### config.mk
export PLATFORM = sky130hd
export DESIGN_NAME = posit_decode_pipe_flat
export DESIGN_NICKNAME = d
export VERILOG_FILES = /design/src/rtl/posit_pkg.sv /design/src/rtl/posit_decode_pipe_if.sv /design/src/rtl/posit_run_count.sv /design/src/rtl/posit_decode_pipe.sv /design/src/flat_wrapper.sv
export SDC_FILE = /design/constraint.sdc
export NUM_CORES = 1
export LEC_CHECK = 0
export ABC_CLOCK_PERIOD_IN_PS = 4400
export BUFFER_PORTS_ARGS = -buffer_cell sky130_fd_sc_hd__buf_2
export CELL_PAD_IN_SITES_DETAIL_PLACEMENT = 2
export CELL_PAD_IN_SITES_GLOBAL_PLACEMENT = 2
export CORE_ASPECT_RATIO = 1.2
export CORE_MARGIN = 4
export CORE_UTILIZATION = 33
export DETAILED_ROUTE_END_ITERATION = 7
export PLACE_DENSITY_LB_ADDON = 0.1
export SKIP_CTS_REPAIR_TIMING = 1
export SLEW_MARGIN = 20
export SYNTH_ARGS = -nofsm -noshare
export SYNTH_HDL_FRONTEND = slang
export SYNTH_SLANG_ARGS = --single-unit
### constraint.sdc
create_clock -name clk -period 4.4 [get_ports clk]
set_input_delay 1.1 -clock clk [delete_from_list [all_inputs] [get_ports clk]]
set_output_delay 1.1 -clock clk [all_outputs]
set_load 0.005 [all_outputs]
### src/rtl/posit_pkg.sv
// Shared posit (N=32, es=2) constants, helpers and the unpacked operand format.
package posit_pkg;

    // Ceiling log2, used for widths derived from the posit size
    function automatic int unsigned log2(input int unsigned v);
        int unsigned r;
        r = 0;
        for (int unsigned i = 0; i < 32; i++) begin
            if ((64'd1 << i) < 64'(v)) r = i + 1;
        end
        return r;
    endfunction

    localparam int unsigned N  = 32;
    localparam int unsigned ES = 2;
    localparam int unsigned BS = log2(N);
    localparam int unsigned SW = BS + ES + 1;
    localparam int unsigned MW = N - ES - 2;

    localparam logic [N-1:0] NAR = {1'b1, {(N-1){1'b0}}};

    // Decoded operand as consumed by the multiplier datapath
    typedef struct packed {
        logic                 sign;
        logic                 zero;
        logic                 inf;
        logic signed [SW-1:0] scale;
        logic [MW-1:0]        mant;
    } posit_unpacked_t;

endpackage

### src/rtl/posit_decode_pipe_if.sv
// Handshake bus of the posit decoder: raw posit in, decoded fields out.
interface posit_decode_pipe_if;
    import posit_pkg::*;

    logic                 in_valid;
    logic                 in_ready;
    logic [N-1:0]         in_data;
    logic                 out_valid;
    logic                 out_ready;
    logic                 out_sign;
    logic                 out_zero;
    logic                 out_inf;
    logic signed [SW-1:0] out_scale;
    logic [MW-1:0]        out_mant;

    // Decoder side
    modport slave (
        input  in_valid, in_data, out_ready,
        output in_ready, out_valid, out_sign, out_zero, out_inf, out_scale, out_mant
    );

    // Producer/consumer side
    modport master (
        output in_valid, in_data, out_ready,
        input  in_ready, out_valid, out_sign, out_zero, out_inf, out_scale, out_mant
    );

endinterface

### src/rtl/posit_run_count.sv
// Leading identical-bit counter over the N-1 bits below the sign; reports run length and polarity.
module posit_run_count
    import posit_pkg::*;
(
    input  logic [N-2:0]  bits_i,
    output logic [BS-1:0] run_o,
    output logic          pol_o
);

    logic [N-2:0] inv;
    logic         found;

    // Invert a leading-ones run so both polarities reduce to counting leading zeros
    always_comb begin
        pol_o = bits_i[N-2];
        inv   = pol_o ? ~bits_i : bits_i;
        run_o = BS'(N - 1);
        found = 1'b0;
        for (int i = N - 2; i >= 0; i--) begin
            if (!found && inv[i]) begin
                run_o = BS'(N - 2 - i);
                found = 1'b1;
            end
        end
    end

endmodule

### src/rtl/posit_decode_pipe.sv
// Two-stage pipelined posit decoder: S1 takes sign/magnitude, S2 extracts regime, exponent and fraction.
module posit_decode_pipe
    import posit_pkg::*;
(
    input  logic                clk,
    input  logic                rst_n,
    posit_decode_pipe_if.slave  bus
);

    // Stage 1: sign, magnitude below the sign bit, special flags
    logic         s1_valid_q, s1_valid_d;
    logic         s1_sign_q,  s1_sign_d;
    logic [N-2:0] s1_abs_q,   s1_abs_d;
    logic         s1_zero_q,  s1_zero_d;
    logic         s1_inf_q,   s1_inf_d;

    // Stage 2: decoded operand
    logic            s2_valid_q, s2_valid_d;
    posit_unpacked_t s2_q,       s2_d;

    logic s1_adv;
    logic s2_adv;

    // Regime decode helpers
    logic [BS-1:0]       rc_run;
    logic                rc_pol;
    logic [BS:0]         shamt;
    logic [N-2:0]        after_regime;
    logic [ES+MW-2:0]    exp_frac;
    logic [ES-1:0]       exp_bits;
    logic [MW-2:0]       frac_bits;
    logic [SW-1:0]       run_w;
    logic [SW-1:0]       k_w;
    posit_unpacked_t     dec;

    // Pipeline advance: a stage moves when it is empty or its consumer takes its word
    always_comb begin
        s2_adv = !s2_valid_q || bus.out_ready;
        s1_adv = !s1_valid_q || s2_adv;
    end

    assign bus.in_ready = s1_adv;

    // S1 capture: sign split and magnitude (low bits of the two's complement suffice)
    always_comb begin
        s1_valid_d = s1_valid_q;
        s1_sign_d  = s1_sign_q;
        s1_abs_d   = s1_abs_q;
        s1_zero_d  = s1_zero_q;
        s1_inf_d   = s1_inf_q;
        if (s1_adv) begin
            s1_valid_d = bus.in_valid;
            if (bus.in_valid) begin
                s1_sign_d = bus.in_data[N-1];
                s1_abs_d  = bus.in_data[N-1] ? ((N-1)'(~bus.in_data[N-2:0]) + (N-1)'(1))
                                             : bus.in_data[N-2:0];
                s1_zero_d = (bus.in_data == '0);
                s1_inf_d  = (bus.in_data == NAR);
            end
        end
    end

    posit_run_count u_run_count (
        .bits_i (s1_abs_q),
        .run_o  (rc_run),
        .pol_o  (rc_pol)
    );

    // S2 decode: drop regime plus terminator, then exponent and fraction are left-aligned
    always_comb begin
        shamt        = {1'b0, rc_run} + (BS+1)'(1);
        after_regime = s1_abs_q << shamt;
        exp_frac     = (ES+MW-1)'(after_regime >> 2);
        exp_bits     = exp_frac[ES+MW-2 -: ES];
        frac_bits    = exp_frac[MW-2:0];
        run_w        = SW'(rc_run);
        k_w          = rc_pol ? (run_w - SW'(1)) : (SW'(0) - run_w);

        dec       = '0;
        dec.sign  = s1_sign_q;
        dec.zero  = s1_zero_q;
        dec.inf   = s1_inf_q;
        dec.scale = signed'((k_w << ES) + SW'(exp_bits));
        dec.mant  = {1'b1, frac_bits};
        if (s1_zero_q || s1_inf_q) begin
            dec.sign  = 1'b0;
            dec.scale = '0;
            dec.mant  = '0;
        end
    end

    // S2 capture: hold while the consumer stalls
    always_comb begin
        s2_valid_d = s2_valid_q;
        s2_d       = s2_q;
        if (s2_adv) begin
            s2_valid_d = s1_valid_q;
            if (s1_valid_q) s2_d = dec;
        end
    end

    // Pipeline registers; reset discards any in-flight words
    always_ff @(posedge clk or negedge rst_n) begin
        if (!rst_n) begin
            s1_valid_q <= 1'b0;
            s1_sign_q  <= 1'b0;
            s1_abs_q   <= '0;
            s1_zero_q  <= 1'b0;
            s1_inf_q   <= 1'b0;
            s2_valid_q <= 1'b0;
            s2_q       <= '0;
        end else begin
            s1_valid_q <= s1_valid_d;
            s1_sign_q  <= s1_sign_d;
            s1_abs_q   <= s1_abs_d;
            s1_zero_q  <= s1_zero_d;
            s1_inf_q   <= s1_inf_d;
            s2_valid_q <= s2_valid_d;
            s2_q       <= s2_d;
        end
    end

    assign bus.out_valid = s2_valid_q;
    assign bus.out_sign  = s2_q.sign;
    assign bus.out_zero  = s2_q.zero;
    assign bus.out_inf   = s2_q.inf;
    assign bus.out_scale = s2_q.scale;
    assign bus.out_mant  = s2_q.mant;

endmodule

### src/flat_wrapper.sv
// flat-port wrapper written by rule: the top's interface ports become plain ports
module posit_decode_pipe_flat import posit_pkg::*;
  (clk, rst_n, bus_in_valid, bus_in_data, bus_out_ready, bus_in_ready, bus_out_valid, bus_out_sign, bus_out_zero, bus_out_inf, bus_out_scale, bus_out_mant);
  posit_decode_pipe_if bus_i ();
  input  logic clk;
  input  logic rst_n;
  input wire logic [$bits(bus_i.in_valid)-1:0] bus_in_valid;
  input wire logic [$bits(bus_i.in_data)-1:0] bus_in_data;
  input wire logic [$bits(bus_i.out_ready)-1:0] bus_out_ready;
  output wire logic [$bits(bus_i.in_ready)-1:0] bus_in_ready;
  output wire logic [$bits(bus_i.out_valid)-1:0] bus_out_valid;
  output wire logic [$bits(bus_i.out_sign)-1:0] bus_out_sign;
  output wire logic [$bits(bus_i.out_zero)-1:0] bus_out_zero;
  output wire logic [$bits(bus_i.out_inf)-1:0] bus_out_inf;
  output wire logic [$bits(bus_i.out_scale)-1:0] bus_out_scale;
  output wire logic [$bits(bus_i.out_mant)-1:0] bus_out_mant;
  assign bus_i.in_valid = bus_in_valid;
  assign bus_i.in_data = bus_in_data;
  assign bus_i.out_ready = bus_out_ready;
  assign bus_in_ready = bus_i.in_ready;
  assign bus_out_valid = bus_i.out_valid;
  assign bus_out_sign = bus_i.out_sign;
  assign bus_out_zero = bus_i.out_zero;
  assign bus_out_inf = bus_i.out_inf;
  assign bus_out_scale = bus_i.out_scale;
  assign bus_out_mant = bus_i.out_mant;
  posit_decode_pipe u_core (.clk(clk), .rst_n(rst_n), .bus(bus_i));
endmodule
==> metrics <==
top post-synthesis cells by area=dfrtp_1 31%, mux4_2 11%, nand2_1 7.1%; n_diodes=0; initial core utilization=0.338; Critical Path AT=4.33 ns; Max Freq=0.243 GHz; height of the die=155 µm; Syn Inst Count=662; YS warnings=0; main flop type after synthesis=dfrtp_1; HP Class=flop to flop; post-route clock period utilization=0.935; crit path kind=flop to flop; combinational fraction of design power=0.524; Yosys reg bits=75; Slowest cell on crit path=or4_4; Num CTS Buffers=9; GR Util met1=0.252; # IOs=77; setup violators final=0; Area Overhead vs Synth=17.3%; Tmin final=4.11 ns; cell row count=53; First-pass DRT Iterations=4; Longest Clk Path Bufs=2; Final Skew=0.00761 ns; WL final=20800 µm; Yosys cell types=74; Hold Vio Cnt, Final=0; Root Driver=clkbuf_16; met3 Use GR=0.0223; DRC=0; area of the mapped netlist=0.00596 mm²; synth cell count leaders=112 x nand2_1, 75 x dfrtp_1, 67 x o21ai_0; WL/cell=21.9 µm; setup TNS=0 ns; Die ar.=0.0203 mm²; Post-synth EDFFs=0; initial drt markers=183; Post-Syn Nets=701; CTS tree=built; Final ANT Viol Nets=0; dominant cell type by area after synthesis=dfrtp_1; core footprint=0.0176 mm²; Sw Share=0.412; vias in the first global route=6014; first-pass GRT wire length=33600 µm; Req. time, crit path=4.62 ns; vias per cell=5.78; Slew HR=0.357; Max Cap Violations=0; clock-pin slew on the worst setup and hold paths=0.05 ns; die width=131 µm; RSZ-0062 raised after global routing=no; Setup crit start kind=flop; detailed-route via count=5492; delay-heaviest family, CP=compound AO/OA/AOI/OAI gates; DP HPWL=16100 µm; WHS=0.471 ns; Largest Register=u_core.s1_abs_q; most frequent cell after synthesis=nand2_1; Psw=1.62 mW; share of cells above drive strength 1=0.252; max incr delay on CP=0.61 ns; # clock sinks=75; Clk pwr share=0.199; worst-path fanout max=35; outcome=finished, final reports clean; Largest register FFs=31; FFs w/ async S/R, synth=1.00; IO buf count=76; Worst Path Buf+Inv=1; Flop pwr share=0.277; grt total ovfl=0; Int Pwr=2.32 mW; Power per Cell Area=564 mW/mm²; worst-path cell chain=or4_4, o22a_2, nor4_4, nand2_2, o211ai_4, ha_1, buf_12, mux4_2, a221oi_1, a211oi_1, a211o_1; Worst-Margin Slew=0.965 ns; Worst VDD drop=203 µV; Layout Utilization=0.396; Synth top area share=0.315; post-synthesis sequential area ratio=0.315; routability cong.=0.891; Worst Setup End Kind=flop; GR Util All Layers=0.211; initial antenna violation count=0; Syn Area/Cell=9.00 µm²; Slew Limit Fails=0; H-Tree Depth=3; met2 GRT Util=0.376; Final nets=764; largest net degree at the start of global routing=76; Top Usage Layer GRT=met2; Static Leakage=2.96 nW; Skew-Pair Late Insertion Delay=0.35 ns
cell families after synthesis:
| family | Yosys count | share of synthesized area |
|---|---|---|
| AO/OA/AOI/OAI | 175 | 0.204 |
| flip-flops | 75 | 0.315 |
| AND/OR/NAND/NOR | 240 | 0.195 |
| multiplexers | 66 | 0.171 |
| buffers and inverters | 63 | 0.0456 |
| adder cells (fa/ha/maj) | 3 | 0.00630 |
| XOR/XNOR | 40 | 0.0632 |
final cells by class:
cell class	instances	area, µm²
flip-flops and latches	75	1880
fillers	1969	10700
inverters	7	26.3
well taps	220	275
clock buffers	13	270
multi-input cells	524	3830
clock inverters	3	45.0
repair buffers	108	661
layer usage:
metal | vias up | wire length [µm]
met4 | 0 | 753
li1 | 2580 | -
met5 | - | 0
met2 | 114 | 10800
met1 | 2762 | 8700
met3 | 36 | 540
path summary, 6_finish.rpt:
path                                           end  depth (start not counted)  slack (ns)              startpoint
max in group asynchronous      u_core.s1_abs_q[30]                          1        2.81                   rst_n
min in group asynchronous   u_core.bus.out_mant[9]                          1        0.90                   rst_n
min reg2reg                 u_core.bus.out_mant[1]                          2        0.47  u_core.bus.out_mant[1]
max                        u_core.bus.out_mant[26]                         11        0.29     u_core.s1_abs_q[30]
max reg2reg                u_core.bus.out_mant[26]                         11        0.29     u_core.s1_abs_q[30]
min                         u_core.bus.out_mant[1]                          2        0.47  u_core.bus.out_mant[1]
power by group through the flow:
stage | sequential [mW] | clock (mW) | combinational [mW]
5_1_grt | 1.12 | 0.836 | 2.25
3_3_place_gp | 1.08 | 0 | 2.00
3_5_place_dp | 1.11 | 0 | 2.07
2_1_floorplan | 1.01 | 0 | 1.37
4_1_cts | 1.10 | 0.804 | 2.08
6_report | 1.09 | 0.785 | 2.06
worst reg2reg max path: stages, from the launching register on:
cell	delay, ns
dfrtp_2	0.53
or4_4	0.61
o22a_2	0.26
nor4_4	0.38
nand2_2	0.14
o211ai_4	0.29
ha_1	0.35
buf_12	0.21
mux4_2	0.36
a221oi_1	0.47
a211oi_1	0.10
a211o_1	0.30
placed cells by master, fill, tap and decap left out, drive strengths merged, types with 11 or more instances in the layout:
| cell type | instances |
|---|---|
| and2 | 11 |
| a21oi | 12 |
| xor2 | 28 |
| mux2i | 31 |
| mux4 | 28 |
| o21ai | 70 |
| nor2 | 28 |
| clkbuf | 13 |
| xnor2 | 12 |
| nand3 | 19 |
| dfrtp | 75 |
| buf | 108 |
| nor3 | 11 |
| nand2 | 114 |
per-stage QoR:
stage / cells / power, mW / instance area [µm²] / setup WS, ns
3_3_place_gp: 934 / 3.08 / 6660 / 0.274
3_5_place_dp: 934 / 3.17 / 6660 / 0.134
6_report: 950 / 3.94 / 6990 / 0.287
5_1_grt: 950 / 4.21 / 6990 / 0.0192
2_1_floorplan: 662 / 2.38 / 5960 / 0.0833
4_1_cts: 950 / 3.98 / 6980 / 0.116
(Power assumes the default switching activity.)
